===== config.mk =====
export PLATFORM = sky130hd
export DESIGN_NAME = neuron_preact_mac
export DESIGN_NICKNAME = d
export VERILOG_FILES = /design/src/rtl/neuron_preact_mac.sv
export SDC_FILE = /design/constraint.sdc
export NUM_CORES = 1
export LEC_CHECK = 0
export BUFFER_PORTS_ARGS = -buffer_cell sky130_fd_sc_hd__clkbuf_2
export CORE_MARGIN = 2
export CORE_UTILIZATION = 41
export DETAILED_ROUTE_END_ITERATION = 10
export PLACE_DENSITY = 0.66
export SLEW_MARGIN = 15
export SYNTH_ARGS = -nofsm -noshare
export SYNTH_HDL_FRONTEND = slang
export SYNTH_SLANG_ARGS = --single-unit
export TNS_END_PERCENT = 100

===== constraint.sdc =====
create_clock -name clk -period 4.25 [get_ports clk]
set_input_delay 0.6375 -clock clk [delete_from_list [all_inputs] [get_ports clk]]
set_output_delay 0.6375 -clock clk [all_outputs]
set_load 0.02 [all_outputs]

===== src/rtl/neuron_preact_mac.sv =====
// Streamed multiply-accumulate for one neuron pre-activation, z = bias + sum(x_i * w_i),
// converted to a clamped unsigned Q2.6 code for the downstream sigmoid lookup.
module neuron_preact_mac #(
    parameter int unsigned N_INPUTS = 4,
    parameter int unsigned ACC_W    = 20
) (
    input  logic       clk,
    input  logic       rst_n,
    input  logic [7:0] bias,
    input  logic [7:0] x,
    input  logic [7:0] w,
    input  logic       in_valid,
    output logic       in_ready,
    output logic [7:0] z,
    output logic       z_valid,
    input  logic       z_ready,
    output logic       neg,
    output logic       sat
);

    localparam int unsigned CntW = (N_INPUTS > 1) ? $clog2(N_INPUTS + 1) : 1;

    typedef enum logic [1:0] {
        StIdle,
        StAccum,
        StHold
    } state_e;

    state_e                   state_q, state_d;
    logic signed [ACC_W-1:0]  acc_q, acc_d;
    logic [CntW-1:0]          cnt_q, cnt_d;
    logic [7:0]               z_q, z_d;
    logic                     neg_q, neg_d;
    logic                     sat_q, sat_d;
    logic                     z_valid_q, z_valid_d;

    logic signed [16:0]       prod_full;
    logic signed [ACC_W-1:0]  prod_ext;
    logic signed [ACC_W-1:0]  bias_ext;
    logic signed [ACC_W-1:0]  r;
    logic                     accept;
    logic                     final_beat;

    // x is unsigned, so it gets a zero MSB before the signed multiply.
    assign prod_full = $signed({1'b0, x}) * $signed(w);
    assign prod_ext  = {{(ACC_W - 17){prod_full[16]}}, prod_full};
    // Q2.5 bias aligned to the Q2.13 product scale.
    assign bias_ext  = {{(ACC_W - 16){bias[7]}}, bias, 8'd0};

    always_comb begin
        state_d    = state_q;
        acc_d      = acc_q;
        cnt_d      = cnt_q;
        z_d        = z_q;
        neg_d      = neg_q;
        sat_d      = sat_q;
        z_valid_d  = z_valid_q;
        in_ready   = (state_q != StHold);
        accept     = in_valid && in_ready;
        final_beat = 1'b0;

        unique case (state_q)
            StIdle: begin
                if (accept) begin
                    acc_d = bias_ext + prod_ext;
                    cnt_d = CntW'(1);
                    if (N_INPUTS == 1) begin
                        final_beat = 1'b1;
                        state_d    = StHold;
                    end else begin
                        state_d = StAccum;
                    end
                end
            end
            StAccum: begin
                if (accept) begin
                    acc_d = acc_q + prod_ext;
                    cnt_d = cnt_q + CntW'(1);
                    if (cnt_q == CntW'(N_INPUTS - 1)) begin
                        final_beat = 1'b1;
                        state_d    = StHold;
                    end
                end
            end
            StHold: begin
                if (z_ready) begin
                    z_valid_d = 1'b0;
                    state_d   = StIdle;
                end
            end
            default: begin
                state_d = StIdle;
            end
        endcase

        // Drop the 7 extra fraction bits (Q.13 -> Q.6), flooring toward -inf.
        r = acc_d >>> 7;
        if (final_beat) begin
            z_valid_d = 1'b1;
            if (r[ACC_W-1]) begin
                z_d   = 8'd0;
                neg_d = 1'b1;
                sat_d = 1'b0;
            end else if (|r[ACC_W-1:8]) begin
                z_d   = 8'd255;
                neg_d = 1'b0;
                sat_d = 1'b1;
            end else begin
                z_d   = r[7:0];
                neg_d = 1'b0;
                sat_d = 1'b0;
            end
        end
    end

    always_ff @(posedge clk or negedge rst_n) begin
        if (!rst_n) begin
            state_q   <= StIdle;
            acc_q     <= '0;
            cnt_q     <= '0;
            z_q       <= 8'd0;
            neg_q     <= 1'b0;
            sat_q     <= 1'b0;
            z_valid_q <= 1'b0;
        end else begin
            state_q   <= state_d;
            acc_q     <= acc_d;
            cnt_q     <= cnt_d;
            z_q       <= z_d;
            neg_q     <= neg_d;
            sat_q     <= sat_d;
            z_valid_q <= z_valid_d;
        end
    end

    assign z       = z_q;
    assign neg     = neg_q;
    assign sat     = sat_q;
    assign z_valid = z_valid_q;

endmodule


==> impl_results.md, run 1 <==
* Worst slew margin at 31.96%
* Failing checks: negative setup slack
* I/O pins at 40
* Status: complete, but fails checks
* Mapped Nets at 723
* Synthesized area at between 5000 and 6000 um^2
* Critical Path Sink Type: flip-flop
* Total Routing Usage GR at 22.06%
* Startpoint types: input port
* Flops & latches, synth at 36
* Post-Syn Instances at 581
* First-pass GRT wire length at ~24 mm
* Global route total overflow at 0
* Final Setup Violations at 23
* Initial core utilization at 42.24%
* GP Congestion at 0.9185
* Antenna violations before repair at 0
* Die area at around 13000 um^2
* Setup Skew at about 2.9 ps
* Final WL at 14.86 mm
* Clock Pin Slew Worst Setup and Hold Paths at around 60 ps
* Crit-path slowest cell: fa_1
* Maxcap violations at 0
* Via Count at roughly 4900
* CTS buffer count at 5
* Slew @ Worst Pin at approximately 1000 ps
* Row Count at 40
* Hold WC Path Type: flip-flop to flip-flop
* Final hold vios at 0
* Data required time of the worst path at between 4000 and 5000 ps
* Die H at 115.7 um
* Vias in the first global route at 5082
* Final layout net count at between 900 and 1000
* Area fraction of the dominant cell type after synthesis at 18.34%
* Diode count at 0
* Predominant post-synthesis flop cell: dfrtp_1
* Largest net degree at the start of global routing at 37
* Final period demand of the worst path at 6448 ps
* Core Area at 12110 um^2
* Residual DRC at 0
* Area leader, netlist: ha_1
* Fin crit share at 151.7%
* CTS tree: built
* Syn avg cell area at 8.806 um^2
* Clock root cell: clkbuf_16
* Worst-skew pair later-pin latency at about 280 ps
* Sink Count at 36
* Post-synthesis sequential area ratio at between 10% and 20%
* Most frequent cell after synthesis: ha_1
* Fin worst setup slack at -2198 ps
* Post-synth EDFFs at 0
* Synth cell count leaders: ha_1, inv_1, nand2_1, nor2_1, and2_1
* Bufs and invs on worst path at 5
* Setup CP Type: input port to flip-flop
* CP Data Arrival Time at 6610 ps
* Wirelength per Cell at 15.85 um
* Dpl hpwl at approximately 11 mm
* Die W at roughly 120 um
* # port buffers at 39
* Pre-CTS setup slack at -2609 ps
* Final ANT Viol Nets at 0
* Slowest Stage Delay on Critical Path at between 500 and 600 ps
* FFs w/ async S/R, synth at 100.0%
* Cts hold-fix bufs at 0
* Crit-path most repeated cell: fa_1
* Layout cells sized above 1 at 42.99%
* Largest fanout on the critical path at 5
* Post-synth cell types at 51
* Bufs on Longest Clock Path at 2
* Drt pass-1 iters at 4
* Worst hold slack at 481.5 ps
* Synth area leaders: ha_1, dfrtp_1, fa_1, and2_1, inv_1
* Vias/cell at 5.183
* Slew Viols, Final at 0
* Fmax at 155.1 MHz
* Kind of cell adding the most delay to the critical path: adder cells
* DR iter-0 viols at 198
* Synthesis Warnings at 0
* H-tree depth at 2
* RSZ-0062 raised after global routing: yes
* Area growth from synthesis to final layout at 50.45%
* Fin util at approximately 64%
[final timing paths]
kind,startpoint,to,slack [ps],cells past startpoint
worst max-delay path,w[7],z[1],-2200,25
worst min-delay path,neg,neg,480,1
worst max register to register,acc_q[6],z[5],1140,12
worst min register to register,neg,neg,480,1
max in group asynchronous,rst_n,acc_q[2],3100,1
min in group asynchronous,rst_n,acc_q[16],520,1
[layer usage]
layer  track usage [%]  routed length (um)
met4             5.556                 248
met3             2.406                 531
met1             28.00                6106
met2             40.12                7978
met5                 0                   0
[final cells by class]
type                       count  area (um^2)
multi-input combinational    466         4618
fill                         959         4414
timing repair buffer         190         1530
sequential                    36        900.9
inverter                      70        266.5
tap                          168        210.2
clock buffer                   5        125.1
clock inverter                 3        46.29
[state kept, by name, indices dropped and copies added, names as in the netlist]
signal and flops:
z_valid 1, neg 1, z 8, state_q 2
sat 1, cnt_q 3, acc_q 20
[layout by cell type (no fill, tap or decap), drive strengths merged, types with 27 or more instances in the layout]
| master | synthesis | routed |
|---|---|---|
| a21oi | 27 | 27 |
| and2 | 42 | 42 |
| buf | 2 | 158 |
| clkbuf | 8 | 37 |
| dfrtp | 36 | 36 |
| fa | 39 | 39 |
| ha | 75 | 75 |
| inv | 69 | 69 |
| nand2 | 50 | 50 |
| nor2 | 45 | 45 |
| o21ai | 28 | 28 |
[kinds of logic after synthesis]
| family | synth area share (%) |
|---|---|
| mux | 1.639 |
| flops | 17.61 |
| buf+inv | 6.016 |
| simple gates | 19.47 |
| fa+ha+maj | 33.60 |
| xor+xnor | 5.674 |
| compound gates | 15.99 |
[through the flow]
stage / instance area [um^2] / TNS [ps] / cells
after floorplan: 5254 / -33400 / 581
after global placement: 6595 / -46100 / 910
after detailed placement: 6595 / -48280 / 910
after CTS: 7345 / -37360 / 928
after global routing: 7697 / -44000 / 938
final: 7697 / -39470 / 938
[repair_timing]
action,4_1_cts,5_1_grt
gates cloned,1,0
setup endpoints to repair,25,25
pin swaps,40,39
resized for setup,94,71
buffers inserted,12,12
Power of run 1 is left out: the tool's default activity adds up to more than one toggle a clock period on the data nets, which glitch-free logic cannot reach.
==> run 2, diff against run 1 <==
==> constraint.sdc (replaced) <==
create_clock -name clk -period 4.25 [get_ports clk]
set_input_delay 0.85 -clock clk [delete_from_list [all_inputs] [get_ports clk]]
set_output_delay 0.85 -clock clk [all_outputs]
set_load 0.02 [all_outputs]
==> impl_results.md, run 2 (synthesis results as in run 1) <==
* Status: complete, but fails checks (unchanged)
* Failing checks: negative setup slack (unchanged)
* Total Routing Usage GR at 21.20% (was 22.06%)
* Diode count at 0 (unchanged)
* Critical Path Sink Type: flip-flop (unchanged)
* Layout cells sized above 1 at 43.88% (was 42.99%)
* First-pass GRT wire length at 22.83 mm (was 23.88 mm)
* Setup Skew at 3.765 ps (was 2.860 ps)
* Area growth from synthesis to final layout at 47.88% (was 50.45%)
* Fillers at 969 (was 959)
* Commonest non-fill, non-tap cell in the layout: buf_4 (unchanged)
* RSZ-0062 raised after global routing: yes (unchanged)
* Antenna violations before repair at 0 (unchanged)
* Clock root cell: clkbuf_16 (unchanged)
* Bufs on Longest Clock Path at 2 (unchanged)
* Most frequent cells in the layout: buf_4, ha_1, inv_1 (unchanged)
* Vias/cell at 5.087 (was 5.183)
* Via Count at 4680 (was 4862)
* Fin crit share at 156.0% (was 151.7%)
* Dpl hpwl at 10.37 mm (was 10.86 mm)
* Final WL at 13.61 mm (was 14.86 mm)
* Fin worst setup slack at -2381 ps (was -2198 ps)
* Vias in the first global route at 4929 (was 5082)
* Largest fanout on the critical path at 8 (was 5)
* Die area at 13390 um^2 (unchanged)
* Slew Viols, Final at 0 (unchanged)
* Wirelength per Cell at 14.79 um (was 15.85 um)
* I/O pins at 40 (unchanged)
* Final period demand of the worst path at 6631 ps (was 6448 ps)
* H-tree depth at 2 (unchanged)
* Global route total overflow at 0 (unchanged)
* Final non-filler cell total at 920 (was 938)
* CTS tree: built (unchanged)
* Maxcap violations at 0 (unchanged)
* Core Area at 12110 um^2 (unchanged)
* Largest net degree at the start of global routing at 37 (unchanged)
* Cells after DPL at 901 (was 910)
* Cts hold-fix bufs at 0 (unchanged)
* Data required time of the worst path at 4410 ps (about the same)
* Sink Count at 36 (unchanged)
* Biggest register: acc_q (unchanged)
* Final Setup Violations at 24 (was 23)
* Setup CP Type: input port to flip-flop (unchanged)
* # port buffers at 39 (unchanged)
* Drt pass-1 iters at 4 (unchanged)
* Fin util at 62.47% (was 63.55%)
* Worst-skew pair later-pin latency at 280 ps (about the same)
* Clock Pin Slew Worst Setup and Hold Paths at 60 ps (about the same)
* DR iter-0 viols at 179 (was 198)
* Residual DRC at 0 (unchanged)
* Slew @ Worst Pin at 902.5 ps (was 1021 ps)
* Final hold vios at 0 (unchanged)
* GP Congestion at 0.8980 (was 0.9185)
* Fmax at 150.8 MHz (was 155.1 MHz)
* Initial core utilization at 42.24% (unchanged)
* Largest register FFs at 20 (unchanged)
* Row Count at 40 (unchanged)
* Startpoint types: input port (unchanged)
* Pre-CTS setup slack at -2705 ps (was -2609 ps)
* Hold WC Path Type: flip-flop to flip-flop (unchanged)
* Worst slew margin at 39.83% (was 31.96%)
* Final layout net count at 893 (was 911)
* Final ANT Viol Nets at 0 (unchanged)
* CTS buffer count at 5 (unchanged)
* Die H at 115.7 um (unchanged)
* Die W at 115.7 um (unchanged)
* CP Data Arrival Time at 6790 ps (was 6610 ps)
-- run 2: changes by cell type in the layout (fill, tap and decap cells not counted), sizes merged --
| cell | change |
|---|---|
| clkinvlp | -1 |
| inv | -1 |
| clkbuf | +1 |
| buf | -16 |
| bufinv | -1 |
-- run 2: final cells by class --
class / count / area (um^2) / share of cell area [%]
repair buffers: 172 / 1361 / 17.99
inverters: 70 / 266.5 / 3.522
multi-input cells: 466 / 4681 / 61.87
flip-flops and latches: 36 / 900.9 / 11.91
well taps: 168 / 210.2 / 2.778
clock buffers: 8 / 146.4 / 1.935
-- run 2: worst max-delay path, stage by stage --
cell and delay (ps):
buf_4 150, and2_4 160, fa_1 560, fa_1 450, fa_1 500, inv_1 50
fa_1 490, inv_2 50, ha_4 230, a21oi_2 180, nor2b_4 60, a311oi_4 310
buf_4 210, nand2_1 60, a21oi_1 150, nor2_1 100, ha_1 330, nand2_2 120
a211oi_1 60, buf_4 160, a211o_1 340, a2111oi_4 410, nor3_4 90, xnor2_4 290
mux2i_4 360, nor3_1 80
-- run 2: through the flow --
stage	hold slack, ps	TNS (ps)	instance area, um^2
after floorplan	436.0	-38200	5279
after global placement	444.1	-50140	6565
after detailed placement	453.7	-51130	6565
after CTS	460.3	-40370	7194
after global routing	494.1	-47670	7566
final	459.9	-42150	7566
-- run 2: path summary, 6_finish.rpt --
kind                                  from          to  slack [ps]  depth (start not counted)
worst max-delay path                  w[2]        z[2]       -2380                         26
worst min-delay path            state_q[1]  state_q[0]         460                          1
worst max register to register    acc_q[1]        z[2]        1080                         10
worst min register to register  state_q[1]  state_q[0]         460                          1
max in group asynchronous            rst_n    acc_q[1]        3000                          1
min in group asynchronous            rst_n   acc_q[19]         690                          1
-- run 2: layer usage --
layer  vias to the layer above  GRT usage, %  wire (um)
li1                       2306             -          -
met5                         -             0          0
met1                      2269         26.54       6023
met2                        85         38.52       6927
met3                        20         2.040        433
met4                         0         6.746        225
-- run 2: what timing repair did --
action,in CTS,in global routing
setup buffers,7,5
pin swaps,37,60
resized for setup,90,89
endpoints found under the hold margin,0,0
setup endpoints to repair,26,26
gates cloned,1,0
Power of run 2 is left out for the same reason.
==> run 3, diff against run 2 <==
Settings changed: PLACE_DENSITY 0.66 to 0.67.
==> impl_results.md, run 3 (synthesis results as in run 1) <==
* Core Area at 12110 um^2 (unchanged)
* Final layout net count at 909 (was 893)
* Worst Hold Launch: cnt_q[0] (was state_q[1])
* Hold path depth at 1 (unchanged)
* Most frequent cells in the layout: buf_4, ha_1, inv_1 (unchanged)
* Biggest register: acc_q (unchanged)
* Worst R2R Path Depth at 12 (was 10)
* Sink Count at 36 (unchanged)
* Fin crit share at 159.0% (was 156.0%)
* CTS tree: built (unchanged)
* Startpoint types: input port (unchanged)
* Cts hold-fix bufs at 0 (unchanged)
* DR iter-0 viols at 294 (was 179)
* Die W at 115.7 um (unchanged)
* # port buffers at 39 (unchanged)
* Area growth from synthesis to final layout at 53.07% (was 47.88%)
* Antenna violations before repair at 0 (unchanged)
* Fmax at 148.0 MHz (was 150.8 MHz)
* Final period demand of the worst path at 6757 ps (was 6631 ps)
* H-tree depth at 2 (unchanged)
* Bufs on Longest Clock Path at 2 (unchanged)
* I/O pins at 40 (unchanged)
* Global route total overflow at 0 (unchanged)
* Total Routing Usage GR at 22.28% (was 21.20%)
* Via Count at 4781 (was 4680)
* Drt pass-1 iters at 4 (unchanged)
* Setup CP Type: input port to flip-flop (unchanged)
* Slew Viols, Final at 0 (unchanged)
* Commonest non-fill, non-tap cell in the layout: buf_4 (unchanged)
* R2r endpoint: z[5] (was z[2])
* GP Congestion at 0.8682 (was 0.8980)
* Vias/cell at 5.113 (was 5.087)
* Fin worst setup slack at -2507 ps (was -2381 ps)
* Final Setup Violations at 24 (unchanged)
* WHS Endpoint: cnt_q[0] (was state_q[0])
* Die area at 13390 um^2 (unchanged)
* Dpl hpwl at 10.67 mm (was 10.37 mm)
* RSZ-0062 raised after global routing: yes (unchanged)
* Wirelength per Cell at 16.18 um (was 14.79 um)
* Worst slew margin at 37.59% (was 39.83%)
* Final hold vios at 0 (unchanged)
* Row Count at 40 (unchanged)
* Worst reg2reg setup slack at 930 ps (was 1080 ps)
* Largest fanout on the critical path at 8 (unchanged)
* Worst hold slack at 477.3 ps (was 459.9 ps)
* Final WL at 15.13 mm (was 13.61 mm)
* Clock root cell: clkbuf_16 (unchanged)
* Critical Path Sink Type: flip-flop (unchanged)
* First-pass GRT wire length at 23.88 mm (was 22.83 mm)
* CTS buffer count at 5 (unchanged)
* Clock Pin Slew Worst Setup and Hold Paths at 60 ps (about the same)
* Reg-to-Reg Start: acc_q[6] (was acc_q[1])
* Worst-skew pair later-pin latency at 280 ps (about the same)
* Maxcap violations at 0 (unchanged)
* Failing checks: negative setup slack (unchanged)
* Fin util at 64.66% (was 62.47%)
* Vias in the first global route at 5167 (was 4929)
* CP Data Arrival Time at 6900 ps (was 6790 ps)
* Diode count at 0 (unchanged)
* Setup Skew at 8.716 ps (was 3.765 ps)
* Largest register FFs at 20 (unchanged)
* Die H at 115.7 um (unchanged)
* Residual DRC at 0 (unchanged)
* Hold WC Path Type: flip-flop to flip-flop (unchanged)
* Initial core utilization at 42.24% (unchanged)
* Data required time of the worst path at 4400 ps (was 4410 ps)
* Largest net degree at the start of global routing at 37 (unchanged)
* Status: complete, but fails checks (unchanged)
* Layout cells sized above 1 at 45.50% (was 43.88%)
* Slew @ Worst Pin at 936.1 ps (was 902.5 ps)
* Final ANT Viol Nets at 0 (unchanged)
==> run 3: changes by cell type in the layout (fill, tap and decap cells not counted), moves of 3 or more <==
cell	delta
buf_6	+8
nor2_4	+3
ha_4	+3
clkbuf_8	+3
nor2_2	-3
nor3_1	-3
buf_4	+6
==> run 3: area by class of cell <==
class	count	area [um^2]
fillers	918	4280
inverters	70	266.5
multi-input cells	466	4747
clock buffers	7	152.6
well taps	168	210.2
flip-flops and latches	36	900.9
repair buffers	188	1554
==> run 3: repair_timing <==
action                                  CTS  global route
endpoints found under the setup margin   25            26
cloned                                    1             0
gates resized for setup                 110            89
pin swaps                                41            53
setup buffers                            13            18
==> run 3: worst max-delay path, stage by stage <==
cell and delay [ps]:
buf_12 110, and2_4 150, fa_1 560, fa_1 440
fa_1 520, inv_1 50, fa_1 500, inv_2 50
ha_4 240, a21oi_4 170, nor2b_4 70, a311oi_4 370
buf_4 200, nand2_2 70, a21oi_4 190, nor2_4 70
ha_4 230, a21oi_1 220, o21ai_0 220, a211o_1 370
a2111oi_4 410, nor3_4 90, xnor2_4 290, mux2i_4 390
nor3_1 100
==> run 3: worst max path at each step <==
stage,from,endpoint,cells after the start,slack [ps]
6_report,x[3],z[0],25,-2510
5_1_grt,x[4],z[0],25,-2760
4_1_cts,x[5],z[0],25,-2380
3_5_place_dp,x[3],z[0],26,-2850
3_3_place_gp,w[7],z[6],26,-2620
2_1_floorplan,w[7],z[5],25,-2300
==> run 3: layer usage <==
| metal | share of wire (%) | track usage (%) |
|---|---|---|
| met5 | 0 | 0 |
| met2 | 52 | 39.84 |
| met3 | 3.4 | 2.563 |
| met4 | 4.2 | 9.762 |
| met1 | 41 | 27.04 |
==> run 3: stage by stage <==
stage	std cells	setup WS [ps]	instance area (um^2)	setup TNS (ps)
2_1_floorplan	581	-2304	5279	-38200
3_3_place_gp	898	-2615	6530	-49900
3_5_place_dp	898	-2846	6530	-53150
4_1_cts	919	-2375	7348	-41810
5_1_grt	935	-2756	7831	-50730
6_report	935	-2507	7831	-45520
Power of run 3 is left out for the same reason.
